File: config.mk
export PLATFORM = sky130hd
export DESIGN_NAME = multicycle_control
export DESIGN_NICKNAME = d
export VERILOG_FILES = /design/src/rtl/multicycle_control.sv
export SDC_FILE = /design/constraint.sdc
export NUM_CORES = 1
export LEC_CHECK = 0
export CAP_MARGIN = 20
export CELL_PAD_IN_SITES_DETAIL_PLACEMENT = 1
export CELL_PAD_IN_SITES_GLOBAL_PLACEMENT = 1
export CORE_MARGIN = 8
export CORE_UTILIZATION = 31
export CTS_CLUSTER_SIZE = 24
export DETAILED_ROUTE_END_ITERATION = 8
export GPL_TIMING_DRIVEN = 0
export PLACE_DENSITY_LB_ADDON = 0.1
export RECOVER_POWER = 100
export SYNTH_ARGS = -nofsm -noshare
export SYNTH_HDL_FRONTEND = slang
export SYNTH_SLANG_ARGS = --single-unit
File: constraint.sdc
create_clock -name clk -period 2.5 [get_ports clk]
set_clock_uncertainty 0.1 [all_clocks]
set_input_delay 0.625 -clock clk [delete_from_list [all_inputs] [get_ports clk]]
set_output_delay 0.625 -clock clk [all_outputs]
set_load 0.02 [all_outputs]
File: src/rtl/multicycle_control.sv
// Multicycle sequencer: instruction-phase FSM, ALU/flag decode, NZCV flag register
// and condition evaluation driving the shared-ALU / unified-memory datapath.
module multicycle_control (
  input  logic       clk,
  input  logic       reset,
  input  logic [3:0] Cond,
  input  logic [1:0] Op,
  input  logic [5:0] Funct,
  input  logic [3:0] Rd,
  input  logic [3:0] ALUFlags,
  output logic       PCWrite,
  output logic       MemWrite,
  output logic       RegWrite,
  output logic       IRWrite,
  output logic       AdrSrc,
  output logic       ALUSrcA,
  output logic [1:0] ALUSrcB,
  output logic [1:0] ResultSrc,
  output logic [1:0] ImmSrc,
  output logic [1:0] RegSrc,
  output logic [3:0] ALUControl,
  output logic [3:0] Flags,
  output logic [3:0] state_dbg
);

  // FETCH is encoded as 0 so a reset FSM reads back as all-zero on state_dbg.
  typedef enum logic [3:0] {
    FETCH    = 4'd0,
    DECODE   = 4'd1,
    MEMADR   = 4'd2,
    MEMRD    = 4'd3,
    MEMWB    = 4'd4,
    MEMWR    = 4'd5,
    EXECUTER = 4'd6,
    EXECUTEI = 4'd7,
    ALUWB    = 4'd8,
    BRANCH   = 4'd9
  } state_t;

  state_t     state, state_next;
  logic [3:0] cmd;
  logic       no_wb;
  logic       next_pc, branch, reg_w, mem_w, alu_op;
  logic       cond_ex, cond_ok, pcs;
  logic [3:0] flag_w;
  logic [3:0] flag_mask;

  assign cmd       = Funct[4:1];
  // TST/TEQ/CMP/CMN (8..B) only set flags and skip the writeback state.
  assign no_wb     = (cmd[3:2] == 2'b10);
  assign state_dbg = state;

  always_ff @(posedge clk or negedge reset) begin
    if (!reset) state <= FETCH;
    else        state <= state_next;
  end

  always_comb begin
    state_next = FETCH;
    case (state)
      FETCH:    state_next = DECODE;
      DECODE: begin
        case (Op)
          2'b00:   state_next = Funct[5] ? EXECUTEI : EXECUTER;
          2'b01:   state_next = MEMADR;
          2'b10:   state_next = BRANCH;
          default: state_next = FETCH;
        endcase
      end
      MEMADR:   state_next = Funct[0] ? MEMRD : MEMWR;
      MEMRD:    state_next = MEMWB;
      EXECUTER: state_next = no_wb ? FETCH : ALUWB;
      EXECUTEI: state_next = no_wb ? FETCH : ALUWB;
      default:  state_next = FETCH;
    endcase
  end

  always_comb begin
    IRWrite   = 1'b0;
    next_pc   = 1'b0;
    AdrSrc    = 1'b0;
    ALUSrcA   = 1'b0;
    ALUSrcB   = 2'b00;
    ResultSrc = 2'b00;
    reg_w     = 1'b0;
    mem_w     = 1'b0;
    alu_op    = 1'b0;
    branch    = 1'b0;
    case (state)
      FETCH: begin
        IRWrite   = 1'b1;
        next_pc   = 1'b1;
        ALUSrcA   = 1'b1;
        ALUSrcB   = 2'b10;
        ResultSrc = 2'b10;
      end
      DECODE: begin
        ALUSrcA   = 1'b1;
        ALUSrcB   = 2'b10;
        ResultSrc = 2'b10;
      end
      MEMADR:   ALUSrcB = 2'b01;
      MEMRD:    AdrSrc  = 1'b1;
      MEMWB: begin
        ResultSrc = 2'b01;
        reg_w     = 1'b1;
      end
      MEMWR: begin
        AdrSrc = 1'b1;
        mem_w  = 1'b1;
      end
      EXECUTER: alu_op = 1'b1;
      EXECUTEI: begin
        ALUSrcB = 2'b01;
        alu_op  = 1'b1;
      end
      ALUWB:    reg_w = 1'b1;
      BRANCH: begin
        ALUSrcB   = 2'b01;
        ResultSrc = 2'b10;
        branch    = 1'b1;
      end
      default: ;
    endcase
  end

  always_comb begin
    ImmSrc = 2'b00;
    RegSrc = 2'b00;
    case (Op)
      2'b01: begin
        ImmSrc = 2'b01;
        RegSrc = Funct[0] ? 2'b00 : 2'b10;
      end
      2'b10: begin
        ImmSrc = 2'b10;
        RegSrc = 2'b01;
      end
      default: ;
    endcase
  end

  assign ALUControl = alu_op ? cmd : 4'h4;

  always_comb begin
    flag_w = 4'b0000;
    if (alu_op) begin
      if (Funct[0]) flag_w = 4'b1110;
      if (cmd == 4'hA || cmd == 4'hB)      flag_w      = 4'b1111;
      else if (cmd == 4'h8 || cmd == 4'h9) flag_w[3:1] = 3'b111;
    end
  end

  always_comb begin
    cond_ex = 1'b0;
    case (Cond)
      4'h0: cond_ex = Flags[2];
      4'h1: cond_ex = !Flags[2];
      4'h2: cond_ex = Flags[1];
      4'h3: cond_ex = !Flags[1];
      4'h4: cond_ex = Flags[3];
      4'h5: cond_ex = !Flags[3];
      4'h6: cond_ex = Flags[0];
      4'h7: cond_ex = !Flags[0];
      4'h8: cond_ex = Flags[1] && !Flags[2];
      4'h9: cond_ex = !Flags[1] || Flags[2];
      4'hA: cond_ex = (Flags[3] == Flags[0]);
      4'hB: cond_ex = (Flags[3] != Flags[0]);
      4'hC: cond_ex = !Flags[2] && (Flags[3] == Flags[0]);
      4'hD: cond_ex = Flags[2] || (Flags[3] != Flags[0]);
      4'hE: cond_ex = 1'b1;
      default: cond_ex = 1'b0;
    endcase
  end

  // Only the flag bits selected by flag_w are overwritten, and only when the instruction executes.
  assign flag_mask = cond_ok ? flag_w : 4'b0000;

  always_ff @(posedge clk or negedge reset) begin
    if (!reset) begin
      cond_ok <= 1'b0;
      Flags   <= 4'b0000;
    end else begin
      if (state == DECODE) cond_ok <= cond_ex;
      Flags <= (Flags & ~flag_mask) | (ALUFlags & flag_mask);
    end
  end

  assign pcs      = branch | (reg_w & (Rd == 4'hF));
  assign RegWrite = reg_w & cond_ok;
  assign MemWrite = mem_w & cond_ok;
  assign PCWrite  = next_pc | (pcs & cond_ok);

endmodule

[After elaboration in Yosys (flattened, before gate mapping)]
Cells that the tools add are included.
W data, S select, Z words.
Storage, ports and cells
  output and inout bits: 26
  logic and storage cells: 90
  bits in registers: 9
  bits of input ports: 22
Cells by class
  reductions and logical operators: 19
  equality and inequality tests: 33
  bitwise logic cells: 10
  muxes and demuxes: 25
Operators with widths (number)
  $eq A4 B4 Y1 const B: 14
  $eq A4 B3 Y1 const B: 8
  $mux W4: 5
  $pmux W4 S5: 1
  $eq A4 B2 Y1 const B: 4
  $pmux W2 S2: 4
  $pmux W1 S15: 1
  $pmux W4 S3: 1
  $mux W1: 9
  $mux W3: 3
  $and A4 B4 Y4: 2
  $eq A4 B1 Y1 const B: 2
  $logic_not A4 Y1: 2
  $reduce_or A2 Y1: 4
  $reduce_or A3 Y1: 2
  $and A1 B1 Y1: 4
  $eq A2 B2 Y1 const B: 2
  $logic_not A1 Y1: 4
  $logic_or A1 B1 Y1: 4
  $not A4 Y4: 1
  $or A4 B4 Y4: 1
  $eq A2 B1 Y1 const B: 1
  $logic_and A1 B1 Y1: 2
  $logic_not A2 Y1: 1
  4 further kinds: 5

[Longest topological paths before layout]
  depth in word-level cells: 9
  mapped depth: 5
  gate-level depth less buffers: 5

[Least setup slack after synthesis]
No wires, ideal clock.
  kind: register to output
  start point: register state[3] (netlist: state_dbg[3])
  end point: output IRWrite
  data required time: 1775 ps
  slack: 341 ps
  stages on the path, launching flop included: 3
  arrival: 1434 ps
  path buffers: 1
  cell sequence: dfrtp_1 buf_2 nor4_1
On the way
  longest elaborated chain between the ends: 2
Ends and longest elaborated chain
  from (decl): RTL line 40  | state_t state, state_next;
  from (signal assigned): RTL line 55  | else state <= state_next;
  $logic_not A4 Y1: RTL line 89  | case (state)
  $mux W1: RTL line 89
  to (decl): RTL line 14  | output logic IRWrite,
No other way between the ends.

[Worst setup path in the final report]
  start point: input Op[1]
  end point: output RegSrc[1]
On the way
  longest elaborated chain between the ends: 2
  elaborated cells between the ends (all ways): 3
  classes of those cells: eq/ne: 2; mux: 1
Ends and longest elaborated chain
  from (decl): RTL line 7  | input logic [1:0] Op,
  $eq A2 B2 Y1 / $eq A2 B1 Y1 (equally long branches): RTL line 130  | case (Op)
  $pmux W2 S2 (*): RTL line 130
  to (decl): RTL line 20  | output logic [1:0] RegSrc,
Mark *: on every way between the ends. The rest lies on a longest branch, timed or not.

==> impl_metrics.yaml <==
synth:
  synth-main-ff-cell: "dfrtp_1"
  async_flop_share_pct: 100
  avgSynthCellArea_um2: 8.93
  yosys-top-cells-area: "dfrtp_1 (23%), ha_1 (9.0%), mux2_4 (6.2%)"
  yosys.area.top_type: "dfrtp_1"
  ys_ff_latch: 9
  syn_area_um2: 973
  ys_seq_area_share_pct: 23.1
  yosysWarnings: 0
  synth_cell_types: 44
  yosys.area.top_type_share_pct: 23.1
  synth_cells: 109
  synth-edff-count: 0
  synth_nets: 138
die:
  ios: 48
  die-area_um2: 5190
  start_util_pct: 32.1
  core_um2: 3030
  die_w_um: 72.0
  rows: 20
  fp.dieH_um: 72.0
clock_network:
  ctsLongestPathBuffers: 2
  clk_pin_slew_worst_paths_ns: 0.06
  cts_hold_buffers: 0
  htreeDepth: 1
  cts_made_buffers: 3
  cts_tree: "done"
  clock_latency_ns: 0.26
  cts-root-buf: "clkbuf_4"
  cts.sink_count: 9
placed_design:
  place_area_um2: 1480
  io_buffers: 45
  hpwl_um: 2580
  place.gp.congestion: 0.729
global_routing:
  grt_overflow: 0
  grt_pass1_wl_um: 5320
  grt_pass1_vias: 1107
  grt_max_degree: 11
  antenna_found_initial: 0
  grtUsageTotal_pct: 12.6
timing:
  finalMaxSlewViolations: 0
  finalCriticalPeriod_ns: 2.42
  finalSetupViolCount: 0
  worst_slew_pin_slew_ns: 0.484
  fmax_mhz: 412
  final-hold-violation-count: 0
  min_period_over_period_pct: 97.0
  slew_headroom_pct: 67.7
power:
  finalPower_mw: 1.38
  leakage_nw: 0.719
  p_sw_uw: 693
  pwr-share-clk_pct: 7.8
  p_comb_share_pct: 69.5
  power_density_nw_per_um2: 945
  p_seq_share_pct: 22.7
  netSwitchingFraction_pct: 50.3
  p_int_uw: 684
  vdd_drop_max_v: 0.000334
setup_path:
  end_kind: "output port"
  crit_arrival_ns: 1.70
  cp.required_ns: 1.77
  setup.worst_path.class: "input pin to output port"
  critPathLaunchType: "input pin"
  crit_fanout: 5
final_layout:
  drive_above_1_share_pct: 16.5
  nFillCells: 372
  syn_to_final_growth_pct: 49.7
  seq_area_um2: 226
  layout.nets: 188
  post-route-util_pct: 48.1
  final_cell_area_um2: 1460
  multi_input_area_um2: 658
  diodes: 0
drt:
  drt_iter0_drc: 45
  drtAntennaViolNets: 0
  wl_per_cell_um: 16.0
  wl_um: 3230
  first_pass_iters: 4
  via_per_inst: 4.97
  drc: 0
  vias: 1003
run:
  maxCapViolations: 0
worst_hold_path:
  hold_class: "flop to flop"
run_status:
  status: "complete, no violations"
[power groups by stage]
stage | Clock [mW] | Combinational (mW) | Sequential (mW)
after detailed placement | 0 | 1.08 | 0.321
final | 0.107 | 0.958 | 0.313
after floorplan | 0 | 0.576 | 0.354
after global placement | 0 | 1.06 | 0.318
after CTS | 0.113 | 1.02 | 0.321
after global routing | 0.120 | 1.04 | 0.326
[synthesized netlist by cell type, types with 3 or more instances]
cell type  instances
buf_2              7
o21ai_0            5
nand2_1            7
nand2b_1           4
dfrtp_1            9
inv_1              5
nor3_1             5
nor2b_1            3
mux2_4             4
nor2_1             5
ha_1               7
xor2_1             3
nand3_1            4
and3_1             4
xnor2_1            3
[stage by stage]
stage               TNS [ns]  hold slack [ns]  instances  setup WS [ns]
finish                     0            0.506        202         0.0752
global route         -0.0106            0.542        202        -0.0106
CTS                        0            0.522        202       0.000720
detailed placement     -2.46            0.508        198         -0.634
global placement       -2.29            0.487        198         -0.563
floorplan                  0            0.229        109          0.341
[worst paths after layout]
| path | slack [ns] | depth (start not counted) | startpoint | end |
|---|---|---|---|---|
| worst max register to register | 0.81 | 5 | state_dbg[2] | flop |
| worst min-delay path | 0.51 | 1 | flop | flop |
| worst max-delay path | 0.08 | 5 | Op[1] | RegSrc[1] |
| worst min register to register | 0.51 | 1 | flop | flop |
| min in group asynchronous | 0.62 | 1 | reset | async pin |
| max in group asynchronous | 1.37 | 1 | reset | state_dbg[3] |
[layer usage]
layer	vias to the layer above	GRT usage [%]	part of all wire (%)
li1	495	-	-
met1	476	14.2	44
met2	28	21.7	48
met3	4	3.86	6.9
met4	0	4.76	1.4
met5	-	0	0
[final cells by class]
type	count	area share (%)
inverters	5	1.29
flip-flops and latches	9	15.5
clock buffers	4	1.80
repair buffers	45	29.1
well taps	44	3.78
plain buffers	9	3.35
multi-input cells	86	45.2
[logic make-up (layout without fill, tap and decap cells)]
family                   after synthesis  in the layout  share of synthesized area, %
buffers and inverters                 14             63                          7.07
multiplexers                           6              6                          8.23
flip-flops                             9              9                          23.1
AO/OA/AOI/OAI                         20             20                          16.3
AND/OR/NAND/NOR                       47             47                          30.8
adder cells (fa/ha/maj)                7              7                          9.00
XOR/XNOR                               6              6                          5.40
[critical path, cell delays in order]
cell and delay [ns]:
clkdlybuf4s15_1 0.27, inv_2 0.09, ha_1 0.29, and3b_1 0.17
clkdlybuf4s15_2 0.25
[cells in the final DEF, fill, tap and decap left out, types with 2 or more instances in the layout]
| master | netlist | routed |
|---|---|---|
| xnor2_1 | 3 | 3 |
| nor2b_1 | 3 | 3 |
| nand2_1 | 7 | 7 |
| clkdlybuf4s50_1 | 0 | 12 |
| dlymetal6s2s_1 | 0 | 3 |
| clkbuf_4 | 0 | 4 |
| nand3_2 | 1 | 2 |
| mux2i_1 | 2 | 2 |
| nand3_1 | 4 | 3 |
| nor3_1 | 5 | 5 |
| dlygate4sd3_1 | 0 | 10 |
| dfrtp_1 | 9 | 8 |
| clkbuf_2 | 0 | 4 |
| dlygate4sd2_1 | 0 | 15 |
| xor2_1 | 3 | 3 |
| a31oi_1 | 2 | 2 |
| o211ai_1 | 1 | 2 |
| mux2_4 | 4 | 2 |
| nor2_1 | 5 | 5 |
| ha_1 | 7 | 7 |
| o21ai_0 | 5 | 4 |
| and3_1 | 4 | 5 |
| inv_1 | 5 | 4 |
| buf_2 | 7 | 4 |
| clkbuf_1 | 0 | 3 |
| nand2b_1 | 4 | 4 |
| nand3b_1 | 2 | 2 |
[repair_timing]
action / CTS / global route
endpoints found under the setup margin: 18 / 3
buffers inserted: 0 / 0
resized for setup: 29 / 9
pin swaps: 0 / 4
(Power assumes the default switching activity.)
